### config.mk
export PLATFORM = sky130hd
export DESIGN_NAME = vga_timing_gen
export DESIGN_NICKNAME = d
export VERILOG_FILES = /design/src/rtl/vga_timing_pkg.sv /design/src/rtl/vga_delay_line.sv /design/src/rtl/vga_timing_gen.sv
export SDC_FILE = /design/constraint.sdc
export NUM_CORES = 1
export LEC_CHECK = 0
export CAP_MARGIN = 20
export CORE_MARGIN = 2
export CORE_UTILIZATION = 47
export CTS_CLUSTER_SIZE = 20
export DETAILED_ROUTE_END_ITERATION = 10
export PLACE_DENSITY = 0.91
export RECOVER_POWER = 25
export SKIP_CTS_REPAIR_TIMING = 1
export SYNTH_ARGS = -nofsm -noshare
export SYNTH_HDL_FRONTEND = slang
export SYNTH_SLANG_ARGS = --single-unit
### constraint.sdc
create_clock -name clk -period 1.8 [get_ports clk]
set_input_delay 0.27 -clock clk [delete_from_list [all_inputs] [get_ports clk]]
set_output_delay 0.27 -clock clk [all_outputs]
set_load 0.01 [all_outputs]
### src/rtl/vga_timing_pkg.sv
// Default 640x480@60 raster constants, sync polarity encodings and the colour-bar table
// shared by the VGA timing generator files.
package vga_timing_pkg;

    localparam int H_ACTIVE_DEF = 640;
    localparam int H_FP_DEF     = 16;
    localparam int H_SYNC_DEF   = 96;
    localparam int H_BP_DEF     = 48;
    localparam int H_TOTAL_DEF  = H_ACTIVE_DEF + H_FP_DEF + H_SYNC_DEF + H_BP_DEF;

    localparam int V_ACTIVE_DEF = 480;
    localparam int V_FP_DEF     = 10;
    localparam int V_SYNC_DEF   = 2;
    localparam int V_BP_DEF     = 33;
    localparam int V_TOTAL_DEF  = V_ACTIVE_DEF + V_FP_DEF + V_SYNC_DEF + V_BP_DEF;

    localparam logic POL_NEG = 1'b0;
    localparam logic POL_POS = 1'b1;

    localparam int BAR_COUNT = 8;

    // Raw per-pixel control flags, all active-high before polarity is applied
    typedef struct packed {
        logic hs;
        logic vs;
        logic act;
        logic fs;
    } vga_ctl_t;

    // Colour-bar table: {red, green, blue} on/off per bar, white down to black
    function automatic logic [2:0] bar_rgb(input logic [2:0] bar);
        case (bar)
            3'd0:    bar_rgb = 3'b111;
            3'd1:    bar_rgb = 3'b110;
            3'd2:    bar_rgb = 3'b011;
            3'd3:    bar_rgb = 3'b010;
            3'd4:    bar_rgb = 3'b101;
            3'd5:    bar_rgb = 3'b100;
            3'd6:    bar_rgb = 3'b001;
            default: bar_rgb = 3'b000;
        endcase
    endfunction

endpackage

### src/rtl/vga_delay_line.sv
// Clock-enable gated shift register that carries raster control flags alongside the
// renderer latency; cleared to all-zero (inactive) by the async active-low reset.
module vga_delay_line #(
    parameter int WIDTH = 4,
    parameter int DEPTH = 1
) (
    input  logic             clk,
    input  logic             rst_n,
    input  logic             i_ce,
    input  logic [WIDTH-1:0] i_d,
    output logic [WIDTH-1:0] o_q
);

    logic [WIDTH-1:0] r_stage [DEPTH];

    // Shift one stage per enabled pixel clock
    always_ff @(posedge clk or negedge rst_n) begin
        if (!rst_n) begin
            for (int i = 0; i < DEPTH; i++) begin
                r_stage[i] <= {WIDTH{1'b0}};
            end
        end else if (i_ce) begin
            r_stage[0] <= i_d;
            for (int i = 1; i < DEPTH; i++) begin
                r_stage[i] <= r_stage[i-1];
            end
        end
    end

    assign o_q = r_stage[DEPTH-1];

endmodule

### src/rtl/vga_timing_gen.sv
// VGA raster timing generator with pixel request/return path; sync and blank are delayed to
// line up with returned colour. Optional colour-bar source enabled by VGA_TEST_PATTERN_EN.
module vga_timing_gen
    import vga_timing_pkg::*;
#(
    parameter int   H_ACTIVE = H_ACTIVE_DEF,
    parameter int   H_FP     = H_FP_DEF,
    parameter int   H_SYNC   = H_SYNC_DEF,
    parameter int   H_BP     = H_BP_DEF,
    parameter int   V_ACTIVE = V_ACTIVE_DEF,
    parameter int   V_FP     = V_FP_DEF,
    parameter int   V_SYNC   = V_SYNC_DEF,
    parameter int   V_BP     = V_BP_DEF,
    parameter logic H_POL    = POL_NEG,
    parameter logic V_POL    = POL_NEG,
    parameter int   COLOR_W  = 8,
    parameter int   PIX_LAT  = 1
) (
    input  logic                        clk,
    input  logic                        reset,
    input  logic                        ce,
    input  logic                        pat_en,
    output logic                        pix_req,
    output logic [$clog2(H_ACTIVE)-1:0] pix_x,
    output logic [$clog2(V_ACTIVE)-1:0] pix_y,
    input  logic [COLOR_W-1:0]          in_red,
    input  logic [COLOR_W-1:0]          in_green,
    input  logic [COLOR_W-1:0]          in_blue,
    output logic [COLOR_W-1:0]          red,
    output logic [COLOR_W-1:0]          green,
    output logic [COLOR_W-1:0]          blue,
    output logic                        h_sync,
    output logic                        v_sync,
    output logic                        blank_n,
    output logic                        sync_n,
    output logic                        frame_start
);

    localparam int H_TOTAL = H_ACTIVE + H_FP + H_SYNC + H_BP;
    localparam int V_TOTAL = V_ACTIVE + V_FP + V_SYNC + V_BP;
    localparam int HC_W    = $clog2(H_TOTAL);
    localparam int VC_W    = $clog2(V_TOTAL);
    localparam int PX_W    = $clog2(H_ACTIVE);
    localparam int PY_W    = $clog2(V_ACTIVE);

    // Boundaries are one bit wider than the counters so an end point equal to 2**W cannot wrap
    localparam logic [HC_W:0]   H_ACT_END = (HC_W+1)'(H_ACTIVE);
    localparam logic [HC_W:0]   HS_BEG    = (HC_W+1)'(H_ACTIVE + H_FP);
    localparam logic [HC_W:0]   HS_END    = (HC_W+1)'(H_ACTIVE + H_FP + H_SYNC);
    localparam logic [VC_W:0]   V_ACT_END = (VC_W+1)'(V_ACTIVE);
    localparam logic [VC_W:0]   VS_BEG    = (VC_W+1)'(V_ACTIVE + V_FP);
    localparam logic [VC_W:0]   VS_END    = (VC_W+1)'(V_ACTIVE + V_FP + V_SYNC);
    localparam logic [HC_W-1:0] HC_LAST   = HC_W'(H_TOTAL - 1);
    localparam logic [VC_W-1:0] VC_LAST   = VC_W'(V_TOTAL - 1);

    logic [HC_W-1:0] r_hc;
    logic [VC_W-1:0] r_vc;
    logic [HC_W:0]   w_hc_ext;
    logic [VC_W:0]   w_vc_ext;
    logic            w_pix_req;
    vga_ctl_t        w_ctl;
    vga_ctl_t        w_ctl_d;
    logic [COLOR_W-1:0] w_red;
    logic [COLOR_W-1:0] w_green;
    logic [COLOR_W-1:0] w_blue;

    // Raster position counters; the line counter advances on the last pixel of each line
    always_ff @(posedge clk or negedge reset) begin
        if (!reset) begin
            r_hc <= {HC_W{1'b0}};
            r_vc <= {VC_W{1'b0}};
        end else if (ce) begin
            if (r_hc == HC_LAST) begin
                r_hc <= {HC_W{1'b0}};
                if (r_vc == VC_LAST) begin
                    r_vc <= {VC_W{1'b0}};
                end else begin
                    r_vc <= r_vc + {{(VC_W-1){1'b0}}, 1'b1};
                end
            end else begin
                r_hc <= r_hc + {{(HC_W-1){1'b0}}, 1'b1};
            end
        end
    end

    // Stage-0 decode of visibility, sync windows and frame origin from the counters
    always_comb begin
        w_hc_ext  = {1'b0, r_hc};
        w_vc_ext  = {1'b0, r_vc};
        w_pix_req = (w_hc_ext < H_ACT_END) && (w_vc_ext < V_ACT_END);
        w_ctl.act = w_pix_req;
        w_ctl.hs  = (w_hc_ext >= HS_BEG) && (w_hc_ext < HS_END);
        w_ctl.vs  = (w_vc_ext >= VS_BEG) && (w_vc_ext < VS_END);
        w_ctl.fs  = (r_hc == {HC_W{1'b0}}) && (r_vc == {VC_W{1'b0}});
    end

    assign pix_req = w_pix_req;
    assign pix_x   = w_pix_req ? r_hc[PX_W-1:0] : {PX_W{1'b0}};
    assign pix_y   = w_pix_req ? r_vc[PY_W-1:0] : {PY_W{1'b0}};
    assign sync_n  = 1'b0;

`ifdef VGA_TEST_PATTERN_EN
    localparam int DL_W = $bits(vga_ctl_t) + 3;
    logic [2:0]      w_bar;
    logic [2:0]      w_bar_d;
    logic [2:0]      w_bar_rgb;
    logic [DL_W-1:0] w_dl_in;
    logic [DL_W-1:0] w_dl_out;

    // Bar index travels down the delay line with the control flags of the same pixel
    always_comb begin
        w_bar = 3'((int'(pix_x) * BAR_COUNT) / H_ACTIVE);
    end

    assign w_dl_in            = {w_bar, w_ctl};
    assign {w_bar_d, w_ctl_d} = w_dl_out;
`else
    localparam int DL_W = $bits(vga_ctl_t);
    logic [DL_W-1:0] w_dl_in;
    logic [DL_W-1:0] w_dl_out;

    assign w_dl_in = w_ctl;
    assign w_ctl_d = w_dl_out;
`endif

    vga_delay_line #(
        .WIDTH (DL_W),
        .DEPTH (PIX_LAT)
    ) u_ctl_delay (
        .clk   (clk),
        .rst_n (reset),
        .i_ce  (ce),
        .i_d   (w_dl_in),
        .o_q   (w_dl_out)
    );

    // Colour source select; anything outside the visible window is driven black
    always_comb begin
        w_red   = {COLOR_W{1'b0}};
        w_green = {COLOR_W{1'b0}};
        w_blue  = {COLOR_W{1'b0}};
`ifdef VGA_TEST_PATTERN_EN
        w_bar_rgb = bar_rgb(w_bar_d);
`endif
        if (w_ctl_d.act) begin
`ifdef VGA_TEST_PATTERN_EN
            if (pat_en) begin
                w_red   = {COLOR_W{w_bar_rgb[2]}};
                w_green = {COLOR_W{w_bar_rgb[1]}};
                w_blue  = {COLOR_W{w_bar_rgb[0]}};
            end else begin
                w_red   = in_red;
                w_green = in_green;
                w_blue  = in_blue;
            end
`else
            w_red   = in_red;
            w_green = in_green;
            w_blue  = in_blue;
`endif
        end else begin
            w_red   = {COLOR_W{1'b0}};
            w_green = {COLOR_W{1'b0}};
            w_blue  = {COLOR_W{1'b0}};
        end
    end

    // DAC-facing output register; sync polarity applied here
    always_ff @(posedge clk or negedge reset) begin
        if (!reset) begin
            red         <= {COLOR_W{1'b0}};
            green       <= {COLOR_W{1'b0}};
            blue        <= {COLOR_W{1'b0}};
            blank_n     <= 1'b0;
            h_sync      <= ~H_POL;
            v_sync      <= ~V_POL;
            frame_start <= 1'b0;
        end else if (ce) begin
            red         <= w_red;
            green       <= w_green;
            blue        <= w_blue;
            blank_n     <= w_ctl_d.act;
            h_sync      <= w_ctl_d.hs ? H_POL : ~H_POL;
            v_sync      <= w_ctl_d.vs ? V_POL : ~V_POL;
            frame_start <= w_ctl_d.fs;
        end
    end

endmodule

* Yosys cells after proc, flatten, opt, wreduce, memory -nomap -nowiden
Cells that the tools add are included.
** Word-level totals
- ROM bits :: 0
- Word-level logic and storage cells :: 36
- Output and inout port bits :: 49
- Bits in latches :: 0
- RAM bits :: 0
- Bits of input ports :: 28
- Memories kept :: 0
- Flip-flop bits (word level) :: 52
** Operators by class
- Mux-type cells :: 9
- Equal/unequal tests :: 2
- $mul :: 0
- Divide/modulo/power cells :: 0
- Reductions and logical operators :: 7
- Bitwise gates (word level) :: 0
- $lt $le $gt $ge :: 6
- Add/sub/neg operators :: 2
- Shift-type cells :: 0
** Operators by type and width (number)
- 2-to-1 mux 10 bit :: 3
- 2-to-1 mux 8 bit :: 3
- adder 10 x 1 -> 10 bit, second input constant :: 2
- == test 10 bit, second input constant :: 2
- zero test 10 bit :: 2
- < comparator 10 bit, second input constant :: 2
- < comparator 10 x 9 -> 1 bit, second input constant :: 2
- >= comparator 10 bit, second input constant :: 1
- >= comparator 10 x 9 -> 1 bit, second input constant :: 1
- 2-to-1 mux 9 bit :: 1
- logical AND 1 bit :: 4
- 2-to-1 mux 1 bit :: 2
- AND reduction 2 bit :: 1

* Depth between registers and ports, before layout
- Word-level depth :: 3
- Mapped depth :: 6
- Depth with buffers taken out :: 6

* Hierarchy
Synthesis repeated with hierarchy kept, for this count alone.
** Second synthesis, totals
- Cells, all modules :: 263
- Area, all modules :: 2590.0 µm²
** By module, submodules not included
- vga_timing_gen :: cells each 255, times used 1, area an instance 2444.8 µm², sequential area each 1203.7 µm²
- vga_delay_line :: cells each 8, times used 1, area an instance 145.1 µm², sequential area each 100.1 µm²

* Least setup slack after synthesis
No wires, ideal clock.
- Path kind :: register to output
- Start :: reg r_hc[7]
- End :: out pix_x[4]
- Data required time :: 1.530 ns
- Arrival time :: 1.401 ns
- Stages on the path, launching flop included :: 7
- Slack :: 0.129 ns
- Path buffers :: 2
- Cell sequence :: dfrtp_1 > nor2_1 > nor2b_1 > clkbuf_1 > nor3_1 > buf_2 > and2_1
** On the way
- Cells in the longest elaborated chain, start to end :: 3
** RTL lines
- start: declaration :: RTL line vga_timing_gen.sv:56 : logic [HC_W-1:0] r_hc;
- start signal: assignment :: RTL line vga_timing_gen.sv:70 : r_hc <= {HC_W{1'b0}};
- start signal: assignment :: RTL line vga_timing_gen.sv:74 : r_hc <= {HC_W{1'b0}};
- start signal: assignment :: RTL line vga_timing_gen.sv:81 : r_hc <= r_hc + {{(HC_W-1){1'b0}}, 1'b1};
- < comparator 10 bit :: RTL line vga_timing_gen.sv:90 : w_pix_req = (w_hc_ext < H_ACT_END) && (w_vc_ext < V_ACT_END);
- logical AND 1 bit :: RTL line vga_timing_gen.sv:90
- named net pix_req :: RTL line vga_timing_gen.sv:23 : output logic pix_req,
- 2-to-1 mux 10 bit :: RTL line vga_timing_gen.sv:98 : assign pix_x = w_pix_req ? r_hc[PX_W-1:0] : {PX_W{1'b0}};
- end: declaration :: RTL line vga_timing_gen.sv:24 : output logic [$clog2(H_ACTIVE)-1:0] pix_x,
The timed path passes the listed nets, and every way through them passes these cells.

* Worst setup path in the final report
- Start :: reg r_vc[6]
- End :: out pix_x[2]
** On the way
- Cells in the longest elaborated chain, start to end :: 3
** RTL lines
- start: declaration :: RTL line vga_timing_gen.sv:57 : logic [VC_W-1:0] r_vc;
- start signal: assignment :: RTL line vga_timing_gen.sv:71 : r_vc <= {VC_W{1'b0}};
- start signal: assignment :: RTL line vga_timing_gen.sv:76 : r_vc <= {VC_W{1'b0}};
- start signal: assignment :: RTL line vga_timing_gen.sv:78 : r_vc <= r_vc + {{(VC_W-1){1'b0}}, 1'b1};
- < comparator 10 x 9 -> 1 bit :: RTL line vga_timing_gen.sv:90
- logical AND 1 bit :: RTL line vga_timing_gen.sv:90
- 2-to-1 mux 10 bit :: RTL line vga_timing_gen.sv:98
No other way between the ends.

==> metrics <==
number of standard cells after synthesis 274; CTS root buffer sky130_fd_sc_hd__clkbuf_8; Detail Route Antenna Nets 0; via count of the first global-routing pass 2301; warning count from the yosys run 0; Post-Route Utilization 71.3%; status finished with violations; IR drop worst, VDD 0.000534 V; cell type with the largest total area after synthesis sky130_fd_sc_hd__dfrtp_1; leading cell type by number of instances after synthesis sky130_fd_sc_hd__dfrtp_1; drt wl/cell 15.3 um; iteration count of the initial detailed-routing pass 5; synth unique cells 43; sum of net half-perimeters after detailed placement 4420 um; WP data arrival 1630 ps; wire length of the first global-routing pass 10500 um; type of element capturing the critical path output port; Post-Synthesis Mean Instance Area 9.41 sq um; failing checks negative setup slack; Worst Hold Endpoint r_hc[1]; clock skew 12.0 ps; maximum clock frequency 527 MHz; worst relative slew slack 44.9%; cells on worst reg2reg path 5; post-place instance area 3490 sq um; drt total wl 6630 um; setup repair after global routing missed its margin yes; Post-Place Worst Slack -138 ps; Remaining DRCs 0; register-to-register setup slack 50 ps; Die Footprint 6090 sq um; antenna violations before repair 0; Required @ worst endpoint 1530 ps; antenna diode count 0; initial core utilization 49.5%; Skew-Pair Late Insertion Delay 300 ps; minimum clock period after layout 1900 ps; startpoint-to-endpoint class of the critical path reg -> out; number of cells in the finished layout apart from fillers 434; cell area after synthesis 2580 sq um; grt ovf 0; capturing point of the worst reg2reg path r_vc[6]; share of cells above drive strength 1 23.6%; Final Wtd Congestion 0.944; flop and latch count out of synthesis 52; top cells by area, synth sky130_fd_sc_hd__dfrtp_1 (49%), sky130_fd_sc_hd__nand3_1 (6.4%), sky130_fd_sc_hd__o21ai_0 (5.8%); CTS Buf Count 5; TritonCTS clock tree built; maximum clock path buffer count 2; fraction of the yosys area taken by sequential cells 50.6%; power per unit of standard cell area 755 nW/um^2; Ports 77; maximum number of pins on one net before global-route repair 57; hold path start ce; post-synth net total 306; reported max-cap violation count 0; DIE WIDTH 78.1 um; final period utilization 105%; kind of launch point of the worst setup path flip-flop; worst hold path class in -> reg; core area 5200 sq um; vias per cell 5.44; launch point of the worst reg-to-reg path r_hc[7]; layout overhead on the synthesized area 44.0%; Max H-tree Level 2; critical path fanouts, max 5; Layout Nets 395; site row count 26; number of enable flip-flop cells after synthesis 0; Final Cell Area 3710 sq um; final setup violation count 12; IO Port Bufs 74; count of cells along the worst hold path 2; overall power consumption 0.00280 W; synth cell count leaders sky130_fd_sc_hd__dfrtp_1 (50), sky130_fd_sc_hd__inv_1 (35), sky130_fd_sc_hd__nand3_1 (33); slew at the pin with the worst max-slew slack 826 ps; post-layout worst setup margin -95.9 ps; leakage power 1.69 nW; Post-synth top flop sky130_fd_sc_hd__dfrtp_1; share of synthesized registers carrying an async set or reset 100%; clock-pin slew on the worst setup and hold paths 100 ps; final hold violation count 0; top-area cell type share of the netlist area 48.5%; total routing usage reported by global routing 21.7%; number of vias in the routed layout 2362; number of sinks on the clock net 52; first-iteration detailed-routing DRC count 294; die boundary height 78.1 um; post-placement cell count 421; Max Transition Viols Final 0
-- report_power, final --
part / switching, W / internal (W) / total [W]
Clock: 0.000373 / 0.000277 / 0.000650
Sequential: 0.000112 / 0.00128 / 0.00139
Combinational: 0.000338 / 0.000424 / 0.000762
Total: 0.000822 / 0.00198 / 0.00280
-- flip-flops by register name (all words and copies together), names as in the netlist, 4 cells and up --
signal,count
blue,8
green,8
r_hc,10
r_vc,10
red,8
u_ctl_delay.o_q,4
-- layout make-up --
cell class	count	area (sq um)
well taps	70	87.6
multi-input cells	168	1170
fillers	375	1490
clock inverters	2	16.3
inverters	35	131
flip-flops and latches	52	1300
repair buffers	101	931
clock buffers	6	72.6
-- cells by family after synthesis --
group	synth area share, %
multiplexers	2.96
XOR/XNOR	3.40
flip-flops	50.6
adder cells (fa/ha/maj)	1.94
buffers and inverters	8.25
AND/OR/NAND/NOR	23.1
AO/OA/AOI/OAI	9.61
other	0.145
-- critical path, cell delays in order (launching register included) --
cell and delay (ps):
sky130_fd_sc_hd__dfrtp_1 400, sky130_fd_sc_hd__and4_4 210, sky130_fd_sc_hd__nor3_4 260, sky130_fd_sc_hd__buf_6 160, sky130_fd_sc_hd__buf_6 90, sky130_fd_sc_hd__and2_4 130, sky130_fd_sc_hd__buf_6 90
-- worst max path at each step --
stage	startpoint	end	slack, ps	cells past startpoint
global route	r_hc[7]	pix_x[2]	-170	7
finish	r_vc[6]	pix_x[2]	-100	6
detailed placement	r_vc[7]	pix_x[5]	-140	5
floorplan	r_hc[7]	pix_x[4]	130	6
CTS	r_vc[7]	pix_x[7]	-490	5
global placement	r_vc[7]	pix_x[2]	-110	5
-- metrics by stage --
| step | hold slack [ps] | setup TNS, ps |
|---|---|---|
| 2_1_floorplan | -25.6 | 0 |
| 3_3_place_gp | 189 | -1410 |
| 3_5_place_dp | 200 | -1760 |
| 4_1_cts | -130 | -8780 |
| 5_1_grt | 337 | -5430 |
| 6_report | 319 | -411 |
-- layer usage --
metal | share of wire, % | GRT usage [%] | vias to the layer above
li1 | - | - | 1109
met5 | 0 | 0 | -
met4 | 2.2 | 6.49 | 0
met3 | 6.0 | 3.68 | 17
met2 | 52 | 37.5 | 115
met1 | 40 | 28.0 | 1121
-- placed cells by master (no fill, tap or decap), types with 5 or more instances in the layout --
| cell | Yosys | layout |
|---|---|---|
| sky130_fd_sc_hd__nand2_1 | 14 | 14 |
| sky130_fd_sc_hd__inv_1 | 35 | 35 |
| sky130_fd_sc_hd__and2_4 | 0 | 10 |
| sky130_fd_sc_hd__nand3_1 | 33 | 33 |
| sky130_fd_sc_hd__buf_6 | 0 | 15 |
| sky130_fd_sc_hd__dfrtp_1 | 50 | 50 |
| sky130_fd_sc_hd__nor4_2 | 0 | 5 |
| sky130_fd_sc_hd__nor2_1 | 8 | 7 |
| sky130_fd_sc_hd__mux2_2 | 5 | 5 |
| sky130_fd_sc_hd__buf_4 | 1 | 20 |
| sky130_fd_sc_hd__o21ai_0 | 30 | 30 |
| sky130_fd_sc_hd__o31ai_1 | 5 | 5 |
| sky130_fd_sc_hd__buf_2 | 5 | 9 |
| sky130_fd_sc_hd__xor2_1 | 6 | 6 |
| sky130_fd_sc_hd__clkbuf_8 | 0 | 5 |
| sky130_fd_sc_hd__clkdlybuf4s50_1 | 0 | 52 |
(Power assumes the default switching activity.)
